`config.mk`:
```
export PLATFORM = sky130hd
export DESIGN_NAME = stopwatch_ctrl
export DESIGN_NICKNAME = d
export VERILOG_FILES = /design/src/rtl/stopwatch_pkg.sv /design/src/rtl/sw_prescaler.sv /design/src/rtl/stopwatch_ctrl.sv
export SDC_FILE = /design/constraint.sdc
export NUM_CORES = 1
export LEC_CHECK = 0
export ABC_AREA = 1
export BUFFER_PORTS_ARGS = -buffer_cell sky130_fd_sc_hd__buf_2
export CAP_MARGIN = 20
export CORE_ASPECT_RATIO = 1.1
export CORE_MARGIN = 2
export CORE_UTILIZATION = 60
export DETAILED_ROUTE_END_ITERATION = 10
export GPL_TIMING_DRIVEN = 0
export PLACE_DENSITY = 0.79
export REMOVE_ABC_BUFFERS = 1
export SKIP_CTS_REPAIR_TIMING = 1
export SYNTH_ARGS = -nofsm -noshare
export SYNTH_HDL_FRONTEND = slang
export SYNTH_SLANG_ARGS = --single-unit
```
`constraint.sdc`:
```
create_clock -name clk -period 2.2 [get_ports clk]
set_input_delay 0.22 -clock clk [delete_from_list [all_inputs] [get_ports clk]]
set_output_delay 0.22 -clock clk [all_outputs]
set_load 0.03 [all_outputs]
```
`src/rtl/stopwatch_pkg.sv`:
```
// Shared state encoding and default timing for the stopwatch control slice.
package stopwatch_pkg;

    localparam logic [1:0] IDLE  = 2'd0;
    localparam logic [1:0] RUN   = 2'd1;
    localparam logic [1:0] LAP   = 2'd2;
    localparam logic [1:0] PAUSE = 2'd3;

    localparam int unsigned DEFAULT_DIV   = 10_000_000;
    localparam int unsigned DEFAULT_DIV_W = 24;

endpackage

```
`src/rtl/sw_prescaler.sv`:
```
// Decisecond prescaler: counts while enabled, pulses tick on the terminal count and wraps.
module sw_prescaler
    import stopwatch_pkg::*;
#(
    parameter int unsigned DIV   = DEFAULT_DIV,
    parameter int unsigned DIV_W = DEFAULT_DIV_W
) (
    input  logic clk,
    input  logic rst_n,
    input  logic en,
    input  logic clr,
    output logic tick
);

    localparam logic [DIV_W-1:0] LAST = DIV_W'(DIV - 1);

    logic [DIV_W-1:0] cnt_q, cnt_d;

    assign tick = en && (cnt_q == LAST);

    // Holding when disabled keeps the sub-tick phase across a pause.
    always_comb begin
        cnt_d = cnt_q;
        if (clr) begin
            cnt_d = '0;
        end else if (tick) begin
            cnt_d = '0;
        end else if (en) begin
            cnt_d = cnt_q + DIV_W'(1);
        end
    end

    always_ff @(posedge clk or negedge rst_n) begin
        if (!rst_n) begin
            cnt_q <= '0;
        end else begin
            cnt_q <= cnt_d;
        end
    end

endmodule

```
`src/rtl/stopwatch_ctrl.sv`:
```
// Run/pause/lap/clear controller for the BCD stopwatch datapath.
// Optional auto-stop at 9:59.9 is enabled by defining AUTO_STOP_EN.
module stopwatch_ctrl
    import stopwatch_pkg::*;
#(
    parameter int unsigned DIV   = DEFAULT_DIV,
    parameter int unsigned DIV_W = DEFAULT_DIV_W
) (
    input  logic       clk,
    input  logic       rst_n,
    input  logic       ss_btn,
    input  logic       lr_btn,
    input  logic       at_max,
    output logic       tick,
    output logic       sw_clr,
    output logic       disp_hold,
    output logic [1:0] state,
    output logic       done
);

    logic [1:0] state_q, state_d;
    logic       ss_q, lr_q;
    logic       sw_clr_q, clr_d;
    logic       done_q, done_d;
    logic       ss_edge, lr_edge;
    logic       run_en, pre_tick, auto_stop;

    assign ss_edge = ss_btn & ~ss_q;
    // Start/stop has priority: a coincident lap/reset edge is discarded.
    assign lr_edge = lr_btn & ~lr_q & ~ss_edge;
    assign run_en  = (state_q == RUN) || (state_q == LAP);

    sw_prescaler #(
        .DIV   (DIV),
        .DIV_W (DIV_W)
    ) u_prescaler (
        .clk   (clk),
        .rst_n (rst_n),
        .en    (run_en),
        .clr   (clr_d),
        .tick  (pre_tick)
    );

`ifdef AUTO_STOP_EN
    assign auto_stop = pre_tick & at_max;
`else
    logic unused_at_max;
    assign unused_at_max = at_max;
    assign auto_stop     = 1'b0;
`endif

    always_ff @(posedge clk or negedge rst_n) begin
        if (!rst_n) begin
            state_q  <= IDLE;
            sw_clr_q <= 1'b0;
            done_q   <= 1'b0;
            ss_q     <= 1'b0;
            lr_q     <= 1'b0;
        end else begin
            state_q  <= state_d;
            sw_clr_q <= clr_d;
            done_q   <= done_d;
            ss_q     <= ss_btn;
            lr_q     <= lr_btn;
        end
    end

    always_comb begin
        state_d = state_q;
        clr_d   = 1'b0;
        done_d  = done_q;
        if (auto_stop) begin
            state_d = PAUSE;
            done_d  = 1'b1;
        end else begin
            case (state_q)
                IDLE: begin
                    if (ss_edge) begin
                        state_d = RUN;
                    end else if (lr_edge) begin
                        clr_d = 1'b1;
                    end
                end
                RUN: begin
                    if (ss_edge) begin
                        state_d = PAUSE;
                    end else if (lr_edge) begin
                        state_d = LAP;
                    end
                end
                LAP: begin
                    if (ss_edge) begin
                        state_d = PAUSE;
                    end else if (lr_edge) begin
                        state_d = RUN;
                    end
                end
                PAUSE: begin
                    // After an auto-stop only a clear may leave PAUSE.
                    if (ss_edge && !done_q) begin
                        state_d = RUN;
                    end else if (lr_edge) begin
                        state_d = IDLE;
                        clr_d   = 1'b1;
                        done_d  = 1'b0;
                    end
                end
                default: state_d = IDLE;
            endcase
        end
    end

    always_comb begin
        disp_hold = (state_q == LAP);
        tick      = pre_tick & ~auto_stop;
        sw_clr    = sw_clr_q;
        done      = done_q;
        state     = state_q;
    end

endmodule

```
==> run metrics, run 1 <==
outcome=finished clean; fraction of layout instances using a drive strength above 1=0.122; Worst Skew=0.0117 ns; num rows=20; Mean Syn Cell Area=7.19 sq um; area added between synthesis and finish=12.4%; Period Utilization, post-route=0.948; final standard cell count with taps included and fillers excluded=295; maximum clock insertion buffer count=2; Final ANT Viol Nets=0; setup slack of the worst register-to-register path=0.25 ns; Synthesis Warnings=0; launching element of the worst setup path=state[1]; highest routed layer=met4; initial antenna violation count=0; standby leakage power=0.926 nW; Port Buf Inserts=8; fraction of the yosys area taken by sequential cells=0.409; total die area=3410 sq um; TNS Setup=0 ns; maximum number of pins on one net before global-route repair=30; Inserted Clock Buffers=5; transition time at the pin with the least slew margin=0.632 ns; number of enable flip-flop cells after synthesis=0; cell type with the largest total area after synthesis=sky130_fd_sc_hd__dfrtp_1; placed wire-length estimate=2490 um; post-detailed-route DRC marker count=0; Clock Root Buffer=sky130_fd_sc_hd__clkbuf_4; gp weighted congestion=0.872; sequential share of power=0.359; Worst Hold Class=input port to async pin; die boundary width=55.9 um; dpl ws=-0.0905 ns; clock-pin slew of the registers on the worst-case setup and hold paths=0.11 ns; cell area after synthesis=1780 sq um; routed wire length on met3=116 um; worst hold margin=0.419 ns; Arrival @ worst endpoint=1.87 ns; CTS tree=yes; number of nets in the layout=271; vertical extent of the die=61.1 um; number of max-capacitance violations reported=0; count of inserted antenna diode cells=0; portion of total power attributed to combinational logic=0.400; met2 WL post-DR=1710 um; Final Hold Violating Endpoints=0; element type at the critical path start=flip-flop; total wire length after detailed routing=3610 um; leftover overflow at the end of global routing=0; cell-internal power=1.30 mW; remaining max-slew budget at the tightest pin=0.579; final worst setup slack=0.115 ns; Max Fclk=480 MHz; count of H-tree levels built during CTS=2; number of global-route vias before repair=1,395; count of filler cells inserted in the layout=234; biggest area contributors in the synthesized netlist=sky130_fd_sc_hd__dfrtp_1 (41%), sky130_fd_sc_hd__nand2_1 (17%), sky130_fd_sc_hd__inv_1 (5.7%); met1 wire length=1740 um; power dissipated by switching net loads=0.986 mW; Global Route Usage Sum=0.235; number of placed instances with taps included=283; area inside the core boundary=2800 sq um; reg-to-reg endpoint=u_prescaler.cnt_q[4]; critical setup path kind=flip-flop to output port; clk_lat worst skew=0.34 ns; Mapped Cells=247; worst supply voltage drop on vdd=1.02 mV; number of max-slew violations in the final report=0; fraction of synthesized cell area taken by the top area cell type=0.409; Detailed Route Iter0 Violations=59; flip-flop cell with the highest count after synthesis=sky130_fd_sc_hd__dfrtp_1; first-pass GRT wire length=6200 um; post-DR wirelength/cell=12.2 um; distinct cell type count after synthesis=27; num ports=11; count of TritonRoute iterations in the first routing pass=4; switching portion of total power=0.430; cell count of the worst reg-to-reg path=7; maximum fanout count along the critical path=6; power density over the cells=1150 nW/um^2; vias per inst=5.25; share of async-settable or async-resettable flops after synthesis=1.00; count of state elements after synthesis=29; number of sinks on the clock net=29; CP Data Required Time=1.98 ns; Via Count=1,548; cell types with the highest counts after synthesis=sky130_fd_sc_hd__nand2_1 (79), sky130_fd_sc_hd__dfrtp_1 (29), sky130_fd_sc_hd__inv_1 (27), sky130_fd_sc_hd__nor2_1 (27), sky130_fd_sc_hd__nand3_1 (18); worst setup path endpoint=tick; time the final worst path needs with I/O delays and setup=2.09 ns; most frequent cell after synthesis=sky130_fd_sc_hd__nand2_1; relative contribution of the clock network to total power=0.241; kind of end point of the critical path=output port; final number of setup-violating endpoints=0; worst reg2reg startpoint=state[1]; Initial Utilization=0.633
==> power groups by stage <==
stage                     Combinational, mW  Clock (mW)  Sequential, mW
final                                 0.916       0.551           0.823
after CTS                             0.829       0.561           0.819
after detailed placement              0.829           0           0.828
after global placement                0.811           0           0.828
after global routing                   1.02       0.579           0.849
after floorplan                       0.572           0           0.835
==> layout by cell type (no fill, tap or decap), drive strengths merged <==
master / count
a211oi: 1
a21oi: 1
and2: 1
and3: 1
buf: 8
bufinv: 2
clkbuf: 6
clkinv: 1
conb: 1
dfrtp: 29
dlygate4sd3: 3
ha: 5
inv: 27
nand2: 81
nand3: 19
nand4: 7
nor2: 31
nor3: 5
o21ai: 18
o21bai: 1
o22ai: 2
o31ai: 1
or2: 1
xor2: 10
==> routing by layer <==
metal | vias to the layer above | GRT usage
li1 | 807 | -
met1 | 710 | 0.302
met2 | 26 | 0.403
met3 | 5 | 0.0567
met4 | 0 | 0.0714
met5 | - | 0
==> worst min-delay path by stage <==
stage / to / slack (ns) / cells after the start
floorplan: lr_q / -0.08 / 0
global placement: state[1] / 0.28 / 1
detailed placement: state[1] / 0.28 / 1
CTS: state[1] / -0.09 / 1
global route: sw_clr / 0.51 / 2
finish: state[1] / 0.42 / 2
==> layout make-up <==
type,instances,area [sq um],area share
well taps,33,41.3,0.0207
clock buffers,5,37.5,0.0188
flip-flops and latches,29,727,0.364
clock inverters,3,65.1,0.0326
inverters,27,101,0.0508
repair buffers,12,80.1,0.0401
multi-input cells,186,943,0.473
==> critical path, stage by stage, from the launching register on <==
cell                       delay (ns)
sky130_fd_sc_hd__dfrtp_1         0.43
sky130_fd_sc_hd__inv_1           0.13
sky130_fd_sc_hd__ha_4            0.34
sky130_fd_sc_hd__nand2_1         0.06
sky130_fd_sc_hd__nor2_1          0.13
sky130_fd_sc_hd__nand3_2         0.12
sky130_fd_sc_hd__nor2_2          0.12
sky130_fd_sc_hd__clkbuf_4        0.19
==> registers in the layout (all words and copies together), names as in the netlist <==
name and count:
ss_q 1, u_prescaler.cnt_q 24, lr_q 1, sw_clr 1
state 2
==> per-stage QoR <==
stage	instance area, sq um	utilization	total power [mW]
after floorplan	1740	-	1.41
after global placement	1820	0.650	1.64
after detailed placement	1820	0.650	1.66
after CTS	1930	0.687	2.21
after global routing	2000	0.712	2.45
final	2000	0.712	2.29
==> cell families (layout without fill, tap and decap cells) <==
family | count (synthesis) | count (layout) | synth area share
simple gates | 146 | 146 | 0.354
other cells | 1 | 1 | 0.00211
compound gates | 24 | 24 | 0.0733
flops | 29 | 29 | 0.409
buf+inv | 32 | 47 | 0.0775
fa+ha+maj | 5 | 5 | 0.0352
xor+xnor | 10 | 10 | 0.0493
No activity file was read; power rests on OpenSTA's default activity.
==> inputs of run 2 (changes only) <==
Settings changed: ABC_AREA 1 to unset, CORE_UTILIZATION 60 to 51, GPL_ROUTABILITY_DRIVEN set to 0, PLACE_DENSITY 0.79 to 0.69.
==> run 2 against run 1 <==
Global-route usage shrank 3.6 points; clock skew shrank 0.0074 ns; highest routed layer unchanged; maximum frequency shrank 7.8%; final cell count shrank 23%; the flow now finishes with violations (design-rule violations, negative setup slack); power grew 13%; sequential share of layout area grew 2.7 points; non-clock buffer count grew 4; core utilization shrank 11 points; critical path depth shrank 3; routed wire length shrank 7.5%; final area shrank 6.2%.
==> run metrics, run 2 <==
outcome=complete, but fails checks; violations in the final reports=design-rule violations, negative setup slack; area added between synthesis and finish=11.5%; largest stage delay on the critical path=0.54 ns; number of nets in the layout=204; fraction of the yosys area taken by sequential cells=0.432; transition time at the pin with the least slew margin=0.654 ns; die boundary width=58.7 um; initial antenna violation count=0; fraction of synthesized cell area taken by the top area cell type=0.432; remaining max-slew budget at the tightest pin=0.564; CTS tree=yes; number of max-capacitance violations reported=0; Max Fclk=442 MHz; num ports=11; Final ANT Viol Nets=0; critical setup path kind=flip-flop to output port; cell types with the highest counts after synthesis=sky130_fd_sc_hd__nand2_1 (31), sky130_fd_sc_hd__dfrtp_1 (29), sky130_fd_sc_hd__nand3_1 (13), sky130_fd_sc_hd__o21ai_0 (13), sky130_fd_sc_hd__xor2_1 (13); time the final worst path needs with I/O delays and setup=2.26 ns; number of global-route vias before repair=1,226; post-DR wirelength/cell=14.6 um; most frequent cell after synthesis=sky130_fd_sc_hd__nand2_1; total die area=3770 sq um; portion of total power attributed to combinational logic=0.475; standby leakage power=0.774 nW; number of flip-flops under the largest register name=24; final number of setup-violating endpoints=1; worst supply voltage drop on vdd=0.617 mV; ordered cell list for the critical path=or4_4 > nor4_4 > and4_1 > buf_6; distinct cell type count after synthesis=35; Initial Utilization=0.542; maximum clock insertion buffer count=2; CP delay by family, top=simple AND/OR/NAND/NOR gates; buffer and inverter count on the worst path=1; most frequent standard cell in the layout excluding fill and tap cells=sky130_fd_sc_hd__nand2_1; count of state elements after synthesis=29; clk_lat worst skew=0.32 ns; element type at the critical path start=flip-flop; Worst Skew=0.00428 ns; power density over the cells=1390 nW/um^2; relative contribution of the clock network to total power=0.127; Arrival @ worst endpoint=2.04 ns; Clock Root Buffer=sky130_fd_sc_hd__clkbuf_4; number of enable flip-flop cells after synthesis=0; Mapped Cells=178; post-route total power=2.60 mW; number of sinks on the clock net=29; largest register by flop count=u_prescaler.cnt_q; count of inserted antenna diode cells=0; total wire length after detailed routing=3340 um; cell at the slowest stage of the critical path=sky130_fd_sc_hd__or4_4; first-pass GRT wire length=5750 um; area inside the core boundary=3100 sq um; Synthesis Warnings=0; maximum fanout count along the critical path=5; maximum number of pins on one net before global-route repair=30; num rows=21; count of H-tree levels built during CTS=2; Port Buf Inserts=8; dpl ws=-0.477 ns; Worst Hold Class=input port to flip-flop; final worst setup slack=-0.0626 ns; leftover overflow at the end of global routing=0; biggest area contributors in the synthesized netlist=sky130_fd_sc_hd__dfrtp_1 (43%), sky130_fd_sc_hd__nand2_1 (6.9%), sky130_fd_sc_hd__xor2_1 (6.8%); area of all sequential standard cells=732 sq um; placed wire-length estimate=2240 um; share of async-settable or async-resettable flops after synthesis=1.00; post-detailed-route DRC marker count=2; vertical extent of the die=64.2 um; count of filler cells inserted in the layout=260; fraction of layout instances using a drive strength above 1=0.211; cell-internal power=1.43 mW; fraction of the core area covered by cells at the end of the flow=0.604; switching portion of total power=0.450; Final Hold Violating Endpoints=0; Detailed Route Iter0 Violations=84; cell type with the largest total area after synthesis=sky130_fd_sc_hd__dfrtp_1; commonest cells after routing, fill and taps aside=sky130_fd_sc_hd__nand2_1 (31), sky130_fd_sc_hd__dfrtp_1 (24), sky130_fd_sc_hd__nand3_1 (13), sky130_fd_sc_hd__o21ai_0 (13), sky130_fd_sc_hd__xor2_1 (13); number of max-slew violations in the final report=0; area of the multi-input gates=926 sq um; Inserted Clock Buffers=5; Period Utilization, post-route=1.03; kind of end point of the critical path=output port; clock-pin slew of the registers on the worst-case setup and hold paths=0.09 ns; power dissipated by switching net loads=1.17 mW; worst hold margin=0.0131 ns; count of TritonRoute iterations in the first routing pass=9; RSZ-0062 raised after global routing=yes; flip-flop cell with the highest count after synthesis=sky130_fd_sc_hd__dfrtp_1; vias per inst=5.92; Global Route Usage Sum=0.198; Mean Syn Cell Area=9.43 sq um; cell area after synthesis=1680 sq um; CP Data Required Time=1.98 ns; Via Count=1,350; sequential share of power=0.398
-- run 2: cell types whose count changed after synthesis, moves of 3 or more --
cell	before	now
sky130_fd_sc_hd__nand2_1	79	31
sky130_fd_sc_hd__and3_1	1	4
sky130_fd_sc_hd__nand3_1	18	13
sky130_fd_sc_hd__o21ai_2	0	6
sky130_fd_sc_hd__nand2b_1	0	3
sky130_fd_sc_hd__o21ai_0	10	13
sky130_fd_sc_hd__nor2_1	27	7
sky130_fd_sc_hd__xor2_1	10	13
sky130_fd_sc_hd__inv_1	27	2
sky130_fd_sc_hd__and4_1	0	3
sky130_fd_sc_hd__nor2_2	4	0
sky130_fd_sc_hd__clkbuf_1	0	4
sky130_fd_sc_hd__o21ai_1	8	1
sky130_fd_sc_hd__xnor2_1	0	10
-- run 2: metrics by stage --
step | instance area (sq um) | setup TNS (ns) | instances
floorplan | 1630 | -3.67 | 171
CTS | 1770 | -9.11 | 220
global placement | 1710 | -7.19 | 213
finish | 1870 | -0.0626 | 228
detailed placement | 1710 | -8.46 | 213
global route | 1870 | -0.159 | 228
-- run 2: final timing paths --
kind	startpoint	to	slack (ns)	cells past startpoint
setup / recovery	u_prescaler.cnt_q[16]	tick	-0.06	4
hold reg to reg	u_prescaler.cnt_q[0]	u_prescaler.cnt_q[0]	0.53	1
setup reg to reg	u_prescaler.cnt_q[16]	u_prescaler.cnt_q[12]	0.08	5
hold / removal	lr_btn	lr_q	0.01	1
max in group asynchronous	rst_n	u_prescaler.cnt_q[17]	1.28	2
min in group asynchronous	rst_n	u_prescaler.cnt_q[8]	0.46	2
-- run 2: kinds of logic after synthesis --
group,Yosys count,synth area share
AND/OR/NAND/NOR,84,0.268
AO/OA/AOI/OAI,27,0.108
XOR/XNOR,23,0.120
buffers and inverters,9,0.0328
adder cells (fa/ha/maj),5,0.0373
other,1,0.00223
flip-flops,29,0.432
-- run 2: cell type report --
class                      instances  area share
clock buffer                       7      0.0294
inverter                           2     0.00401
multi-input combinational        140       0.495
sequential                        29       0.391
tap                               34      0.0227
timing repair buffer              16      0.0582
-- run 2: per-layer routing --
metal / global-route usage / share of wire
met5: 0 / 0
met4: 0.0682 / 0.017
met3: 0.0547 / 0.042
met2: 0.312 / 0.48
met1: 0.261 / 0.46
-- run 2: power by group through the flow --
stage | clock network (mW) | registers, mW | logic [mW]
finish | 0.331 | 1.03 | 1.23
detailed placement | 0 | 1.04 | 1.01
CTS | 0.344 | 1.02 | 1.02
global route | 0.368 | 1.07 | 1.39
global placement | 0 | 1.02 | 0.968
floorplan | 0 | 1.01 | 0.753
